===== src/rtl/node_evaluator.sv =====
// rtl/node_evaluator.sv - two-deep sample buffer feeding a linear node accumulator for tree inference
module node_evaluator #(
    parameter int FEATURES         = 3,
    parameter int COEFF_BIT_DEPTH  = 4,
    parameter int BIAS_BIT_DEPTH   = 10,
    parameter int SAMPLE_BIT_DEPTH = 8,
    parameter int ID_WIDTH         = 8,
    localparam int LW    = $clog2(FEATURES),
    localparam int ACC_W = SAMPLE_BIT_DEPTH + COEFF_BIT_DEPTH + $clog2(FEATURES + 1) + 2
) (
    input  logic                                 clk,
    input  logic                                 reset,
    input  logic                                 in_valid,
    output logic                                 in_ready,
    input  logic [FEATURES*SAMPLE_BIT_DEPTH-1:0] in_sample,
    input  logic                                 load_bias,
    input  logic                                 add,
    input  logic                                 mult,
    input  logic                                 is_one,
    input  logic [COEFF_BIT_DEPTH-1:0]           coeff,
    input  logic [BIAS_BIT_DEPTH-1:0]            bias,
    input  logic                                 tree_done,
    input  logic [LW-1:0]                        tree_level,
    input  logic [LW-1:0]                        tree_path,
    output logic                                 child_direction,
    output logic                                 next,
    output logic                                 class_valid,
    output logic [LW-1:0]                        class_level,
    output logic [LW-1:0]                        class_path,
    output logic [ID_WIDTH-1:0]                  class_id,
    output logic                                 err_idle_cmd
);

    localparam int SW   = SAMPLE_BIT_DEPTH;
    localparam int FP_W = (LW > 0) ? LW : 1;
    localparam logic [FP_W-1:0] FP_LAST = FP_W'(FEATURES - 1);
    localparam logic [FP_W-1:0] FP_ONE  = FP_W'((FEATURES > 1) ? 1 : 0);

    logic                         act_v_q, act_v_d, stg_v_q, stg_v_d;
    logic [FEATURES*SW-1:0]       act_sample_q, act_sample_d, stg_sample_q, stg_sample_d;
    logic [ID_WIDTH-1:0]          act_tag_q, act_tag_d, stg_tag_q, stg_tag_d;
    logic [ID_WIDTH-1:0]          tag_cnt_q, tag_cnt_d;
    logic signed [ACC_W-1:0]      acc_q, acc_d;
    logic [FP_W-1:0]              fp_q, fp_d;
    logic                         child_dir_q, child_dir_d;
    logic                         class_valid_q, class_valid_d;
    logic [LW-1:0]                class_level_q, class_level_d, class_path_q, class_path_d;
    logic [ID_WIDTH-1:0]          class_id_q, class_id_d;
    logic                         err_q, err_d;

    logic                         promote, xfer, cmd, cmd_ok, node_last;
    logic [FP_W-1:0]              sel;
    logic signed [SW-1:0]         feat_arr [FEATURES];
    logic signed [SW-1:0]         feat;
    logic signed [ACC_W-1:0]      x_ext, c_ext, b_ext, term, base, sum;

    assign promote  = (tree_done & act_v_q) | ~act_v_q;
    assign in_ready = ~stg_v_q | promote;
    assign xfer     = in_valid & in_ready & ~reset;
    // next is combinational so a bypassed sample is announced in its transfer cycle
    assign next     = promote & (stg_v_q | xfer) & ~reset;

    assign child_direction = child_dir_q;
    assign class_valid     = class_valid_q;
    assign class_level     = class_level_q;
    assign class_path      = class_path_q;
    assign class_id        = class_id_q;
    assign err_idle_cmd    = err_q;

    // Sample buffer: staging/active movement, bypass, tagging and result capture
    always_comb begin
        act_v_d       = act_v_q;
        stg_v_d       = stg_v_q;
        act_sample_d  = act_sample_q;
        stg_sample_d  = stg_sample_q;
        act_tag_d     = act_tag_q;
        stg_tag_d     = stg_tag_q;
        tag_cnt_d     = tag_cnt_q;
        class_valid_d = tree_done & act_v_q;
        class_level_d = class_level_q;
        class_path_d  = class_path_q;
        class_id_d    = class_id_q;
        if (xfer) tag_cnt_d = tag_cnt_q + ID_WIDTH'(1);
        if (tree_done & act_v_q) begin
            class_level_d = tree_level;
            class_path_d  = tree_path;
            class_id_d    = act_tag_q;
        end
        if (promote) begin
            if (stg_v_q) begin
                act_sample_d = stg_sample_q;
                act_tag_d    = stg_tag_q;
                act_v_d      = 1'b1;
                stg_v_d      = xfer;
                if (xfer) begin
                    stg_sample_d = in_sample;
                    stg_tag_d    = tag_cnt_q;
                end
            end else if (xfer) begin
                act_sample_d = in_sample;
                act_tag_d    = tag_cnt_q;
                act_v_d      = 1'b1;
            end else begin
                act_v_d = 1'b0;
            end
        end else if (xfer) begin
            stg_sample_d = in_sample;
            stg_tag_d    = tag_cnt_q;
            stg_v_d      = 1'b1;
        end
    end

    // Unpack the active sample, feature 0 from the MSBs
    always_comb begin
        for (int i = 0; i < FEATURES; i++) begin
            feat_arr[i] = act_sample_q[(FEATURES-i)*SW-1 -: SW];
        end
    end

    // Node datapath: term selection, accumulate, pointer advance and sign capture
    always_comb begin
        cmd       = load_bias | add | mult | is_one;
        cmd_ok    = cmd & act_v_q;
        err_d     = err_q | (cmd & ~act_v_q);
        sel       = load_bias ? '0 : fp_q;
        feat      = feat_arr[sel];
        x_ext     = {{(ACC_W-SW){feat[SW-1]}}, feat};
        c_ext     = {{(ACC_W-COEFF_BIT_DEPTH){coeff[COEFF_BIT_DEPTH-1]}}, coeff};
        b_ext     = {{(ACC_W-BIAS_BIT_DEPTH){bias[BIAS_BIT_DEPTH-1]}}, bias};
        term      = '0;
        if (add) term = is_one ? x_ext : (mult ? x_ext * c_ext : '0);
        base      = load_bias ? b_ext : acc_q;
        sum       = base + term;
        node_last = load_bias ? (FEATURES == 1) : (fp_q == FP_LAST);
        acc_d       = acc_q;
        fp_d        = fp_q;
        child_dir_d = child_dir_q;
        if (cmd_ok & add) begin
            acc_d = sum;
            if (load_bias) fp_d = FP_ONE;
            else if (fp_q != FP_LAST) fp_d = fp_q + FP_W'(1);
            if (node_last) child_dir_d = sum[ACC_W-1];
        end
    end

    // State registers with synchronous active-high reset
    always_ff @(posedge clk) begin
        if (reset) begin
            act_v_q       <= 1'b0;
            stg_v_q       <= 1'b0;
            act_sample_q  <= '0;
            stg_sample_q  <= '0;
            act_tag_q     <= '0;
            stg_tag_q     <= '0;
            tag_cnt_q     <= '0;
            acc_q         <= '0;
            fp_q          <= '0;
            child_dir_q   <= 1'b0;
            class_valid_q <= 1'b0;
            class_level_q <= '0;
            class_path_q  <= '0;
            class_id_q    <= '0;
            err_q         <= 1'b0;
        end else begin
            act_v_q       <= act_v_d;
            stg_v_q       <= stg_v_d;
            act_sample_q  <= act_sample_d;
            stg_sample_q  <= stg_sample_d;
            act_tag_q     <= act_tag_d;
            stg_tag_q     <= stg_tag_d;
            tag_cnt_q     <= tag_cnt_d;
            acc_q         <= acc_d;
            fp_q          <= fp_d;
            child_dir_q   <= child_dir_d;
            class_valid_q <= class_valid_d;
            class_level_q <= class_level_d;
            class_path_q  <= class_path_d;
            class_id_q    <= class_id_d;
            err_q         <= err_d;
        end
    end

endmodule


===== config.mk =====
export PLATFORM = sky130hd
export DESIGN_NAME = node_evaluator
export DESIGN_NICKNAME = d
export VERILOG_FILES = /design/src/rtl/node_evaluator.sv
export SDC_FILE = /design/constraint.sdc
export NUM_CORES = 1
export LEC_CHECK = 0
export CAP_MARGIN = 30
export CORE_MARGIN = 2
export CORE_UTILIZATION = 60
export CTS_CLUSTER_DIAMETER = 30
export DETAILED_ROUTE_END_ITERATION = 6
export DONT_BUFFER_PORTS = 1
export PLACE_DENSITY = 0.74
export SKIP_CTS_REPAIR_TIMING = 1
export SYNTH_ARGS = -nofsm -noshare
export SYNTH_HDL_FRONTEND = slang
export SYNTH_SLANG_ARGS = --single-unit

===== constraint.sdc =====
create_clock -name clk -period 10.5 [get_ports clk]
set_input_delay 3.15 -clock clk [delete_from_list [all_inputs] [get_ports clk]]
set_output_delay 3.15 -clock clk [all_outputs]
set_load 0.01 [all_outputs]

Word-level counts from Yosys, hierarchy flattened:

Cells that the tools add are included.

* bits in registers: 107
* latch bits: 0
* bits in writable memories: 0
* ROM bits: 0
* output and inout port bits: 17
* logic and storage cells: 74
* memories kept: 0

* $add $sub $neg: 3
* multipliers: 1
* div/mod/pow operators: 0
* magnitude comparators: 1
* equal/unequal tests: 3
* shifts and indexed selects: 0
* mux-type cells: 26
* bitwise operators: 19
* reduce and logical (&&, ||, !) cells: 6

Operators with widths (number)
* 24-bit two-way mux: 5
* 16-bit two-way mux: 4
* 8-bit two-way mux: 7
* 16-bit adder: 1
* 8-bit binary-select mux with 2-bit select: 1
* 8-bit by 4-bit multiplier with 12-bit output: 1
* 8-bit by 1-bit adder with 8-bit output, second input constant: 1
* 1-bit AND: 8
* 1-bit bitwise OR: 7
* 1-bit two-way mux: 6
* 2-bit two-way mux: 3
* 2-bit AND reduction: 3
* 2-bit nonzero test: 3
* 2-bit != test, second input constant: 2
* 3-bit >= comparator, second input constant: 1
* 1-bit inverter: 3
* 2-bit inverter with 3-bit output: 1
* 2-bit by 1-bit adder with 2-bit output, second input constant: 1
* 2-bit equality test, second input constant: 1

Longest topological paths before layout:

* word-level depth: 10
* mapped depth: 29
* gate-level depth less buffers: 29

Least setup slack after synthesis:

No wires, ideal clock.

* kind: in2reg
* start: in load_bias
* end: reg child_dir_q (netlist: child_direction)
* arrival: 9004 ps
* required time: 10438 ps
* path slack: 1435 ps
* cell stages on the path: 27
* buffers on the path: 3
* cells stage by stage: buf_4 -> clkbuf_1 -> buf_1 -> nor2_1 -> a21oi_1 -> nand2_1 -> fa_1 -> fa_1 -> fa_1 -> inv_1 -> ha_1 -> inv_1 -> fa_1 -> nand2b_1 -> a21oi_1 -> o22ai_1 -> nand3b_1 -> mux2_4 -> nand2_1 -> ha_1 -> a21o_1 -> a21o_1 -> a211oi_1 -> o31a_1 -> xor2_1 -> a2111o_1 -> nand3_1

* longest elaborated chain between the ends: 10
* elaborated cells between the ends (all ways): 18

Ends and longest elaborated chain
* from (decl): RTL line 16 `input logic load_bias,`
* 2-bit two-way mux: RTL line 125 `sel = load_bias ? '0 : fp_q;`
* 2-bit inverter with 3-bit output (implied by the code): RTL line 126 `feat = feat_arr[sel];`
* 8-bit binary-select mux with 2-bit select: RTL line 126
* 8-bit two-way mux (implied by the code) (2 in a row): RTL line 126
* 8-bit by 4-bit multiplier with 12-bit output: RTL line 131 `if (add) term = is_one ? x_ext : (mult ? x_ext * c_ext : '0);`
* 16-bit two-way mux (3 in a row): RTL line 131
* 16-bit adder: RTL line 133 `sum = base + term;`
* to (signal assigned): RTL line 174 `child_dir_q <= child_dir_d;`
* to (decl): RTL line 45 `logic child_dir_q, child_dir_d;`

Parallel ways exist; a longest one is shown, timed or not. The select of a mux whose other input is x is not followed.
A chain may end at the register's enable or synchronous reset.

Final worst setup path:

Same ends and word-level chain as after synthesis.

==> impl_metrics.tcl <==
set metrics [dict create \
    status "finished clean" \
    fin_skew_ns 0.0106 \
    ys_async_sr_fraction_pct 0 \
    crit_path_top_delay_cell "fa_1" \
    synth_simple_gate_area_share_pct 21.6 \
    via_per_inst 5.80 \
    pre_cts_ws_ns 1.36 \
    synth_top_family_by_area "simple AND/OR/NAND/NOR gates" \
    wl_per_cell_um 15.7 \
    drive_gt1_share_pct 6.54 \
    p_total_mw 0.983 \
    synthMuxAreaShare_pct 7.42 \
    synthAdderAreaFrac_pct 12.5 \
    final_common_cell "dfxtp_1" \
    synth_seq_cells 107 \
    grt_overflow 0 \
    track_usage_pct 24.8 \
    cap_violations 0 \
    start_kind "primary input" \
    fmax_ghz 0.114 \
    cts_tree "yes" \
    port-buffer-count 0 \
    cp-end-kind "flip-flop" \
    grt_pass1_wl_mm 23.3 \
    die_h_um 109 \
    finalHoldViolations 0 \
    clockRootBuffer "clkbuf_8" \
    synthFlopType "dfxtp_1" \
    worstPathMaxFanout 35 \
    worstPathBufferInverterCount 2 \
    synth_nets 879 \
    synth_compound_area_share_pct 17.7 \
    grt_pass1_vias 4978 \
    fill_cells 927 \
    mostFrequentLayoutCells "106 x dfxtp_1, 92 x nand2_1, 80 x nor2_1" \
    fin_crit_sh_pct 83.8 \
    grt_max_degree 114 \
    powerDensity_nw_per_um2 143 \
    rsz0062_at_grt "false" \
    synth.avg_cell_area_um2 8.52 \
    crit_required_ns 10.84 \
    ios 67 \
    antenna_found_initial 0 \
    num_rows 38 \
    multi_input_area_um2 4150 \
    fin_nets 849 \
    worst_pin_slew_ns 1.01 \
    clk_latency_ns 0.39 \
    drtAntennaViolNets 0 \
    core_um2 10800 \
    synth_xor_area_share_pct 3.58 \
    cts_made_buffers 9 \
    syn-cell-area_um2 6600 \
    fin_setup_tns_ns 0 \
    gp_congestion 0.954 \
    arrival_ns 9.14 \
    crit_chain "or2_2 -> a21oi_1 -> nand2b_1 -> fa_1 -> fa_1 -> fa_1 -> inv_1 -> ha_1 -> inv_1 -> fa_1 -> nand2b_1 -> a21oi_1 -> o22ai_1 -> nand3b_1 -> mux2_4 -> nand2_1 -> ha_1 -> a21o_1 -> a21o_1 -> a211oi_1 -> o31a_1 -> xor2_1 -> a2111o_1 -> nand3_1" \
    drv_slew 0 \
    area_growth_pct 4.00 \
    worstSetupPathType "in -> reg" \
    drc 0 \
    ir_worst_vdd_mv 0.146 \
    synth_edf_count 0 \
    cts.sinks 107 \
    slowest_delay_ns 0.57 \
    finalCriticalPeriod_ns 8.80 \
    crit_family "adder cells" \
    setup_viol 0 \
    dr.first_iter.drc_count 269 \
    ys_seq_area_share_pct 32.5 \
    die_width_um 109 \
    yosys_warnings 0 \
    final_util_pct 63.6 \
    synthCells 774 \
    slew_headroom_pct 32.8 \
    crit_path_frequent_cell "fa_1" \
    min_path_type "reg -> reg" \
    cts.htree.levels 3 \
    initial_core_util_pct 61.1 \
    p_leak_nw 2.60 \
    clockBufferDepth 2 \
    dieArea_um2 11900 \
    hpwl_mm 10.1 \
    setup_ws_ns 1.70 \
    num_vias 5153 \
    wl_mm 13.9 \
    seqCellArea_um2 2140 \
    dr.pass1.iters 4 \
    clk_pin_slew_ns 0.10 \
    netlist-cell-type-count 67 \
    diodes 0 \
]
[metal layers]
layer | vias up | routed length [um] | track usage (%)
li1 | 2637 | - | -
met1 | 2383 | 6280 | 31.6
met2 | 112 | 6560 | 40.8
met3 | 21 | 769 | 5.44
met4 | 0 | 339 | 10.2
met5 | - | 0 | 0
[where the power goes]
part | leakage, nW | total, mW | internal [mW] | switching, mW
sequential | 0.873 | 0.441 | 0.426 | 0.0151
combinational | 1.60 | 0.227 | 0.101 | 0.125
clock | 0.127 | 0.315 | 0.162 | 0.152
total | 2.60 | 0.983 | 0.690 | 0.293
[sequential cells by signal (all words and copies together), names as in the netlist]
signal	count
act_sample_q	24
stg_sample_q	24
acc_q	16
act_tag_q	8
class_id	8
stg_tag_q	8
tag_cnt_q	8
class_level	2
class_path	2
fp_q	2
act_v_q	1
child_direction	1
class_valid	1
err_idle_cmd	1
stg_v_q	1
[logic make-up (layout without fill, tap and decap cells)]
| kind of cell | after synthesis | after routing |
|---|---|---|
| simple gates | 292 | 292 |
| buf+inv | 71 | 46 |
| compound gates | 175 | 175 |
| xor+xnor | 27 | 27 |
| flops | 107 | 107 |
| mux | 47 | 47 |
| fa+ha+maj | 55 | 55 |
[through the flow]
step	cells	instance area, um^2	hold WS, ns
final	889	6860	0.451
after global routing	889	6860	0.469
after CTS	889	6860	0.454
after detailed placement	873	6610	0.439
after global placement	872	6590	0.430
after floorplan	774	6600	0.429
[worst paths after layout]
check / endpoint / slack [ns] / cells after the start / start
hold / removal: acc_q[4]$_SDFFE_PP0P_ / 0.45 / 2 / acc_q[4]$_SDFFE_PP0P_
hold reg to reg: acc_q[4]$_SDFFE_PP0P_ / 0.45 / 2 / acc_q[4]$_SDFFE_PP0P_
setup reg to reg: child_direction$_SDFFE_PP0P_ / 3.73 / 25 / fp_q[1]$_SDFFE_PP0P_
setup / recovery: child_direction$_SDFFE_PP0P_ / 1.70 / 24 / load_bias
[worst register-to-register path: cells and delay by family, from the launching register on]
| kind | cells | cell delay [ns] |
|---|---|---|
| buf+inv | 2 | 0.13 |
| compound gates | 8 | 2.01 |
| simple gates | 7 | 1.30 |
| fa+ha+maj | 6 | 2.31 |
| xor+xnor | 1 | 0.11 |
| flops | 1 | 0.58 |
| mux | 1 | 0.30 |
[synthesized netlist by cell type (5+ instances only)]
library cell / count / area, um^2
mux2_2: 11 / 124
clkbuf_1: 34 / 128
ha_1: 37 / 463
nor2b_1: 18 / 113
o21ai_0: 48 / 240
a21o_1: 7 / 52.6
nand2_1: 92 / 345
xor2_1: 11 / 96.3
nor2_1: 81 / 304
a21oi_1: 40 / 200
nand4_1: 7 / 43.8
o22ai_1: 5 / 31.3
fa_1: 18 / 360
nor3_1: 9 / 45.0
dfxtp_1: 107 / 2140
a211oi_1: 37 / 278
and2_1: 13 / 81.3
mux2i_1: 35 / 350
inv_1: 27 / 101
nand2b_1: 38 / 238
a22oi_1: 5 / 37.5
nand3_1: 8 / 40.0
xnor2_1: 16 / 140
[layout make-up]
type,instances,share of cell area (%)
multi-input combinational,596,60.5
tap,140,2.55
sequential,107,31.2
timing repair buffer,2,0.401
clock inverter,7,1.93
clock buffer,9,1.81
inverter,28,1.53
No activity file was read; power rests on OpenSTA's default activity.
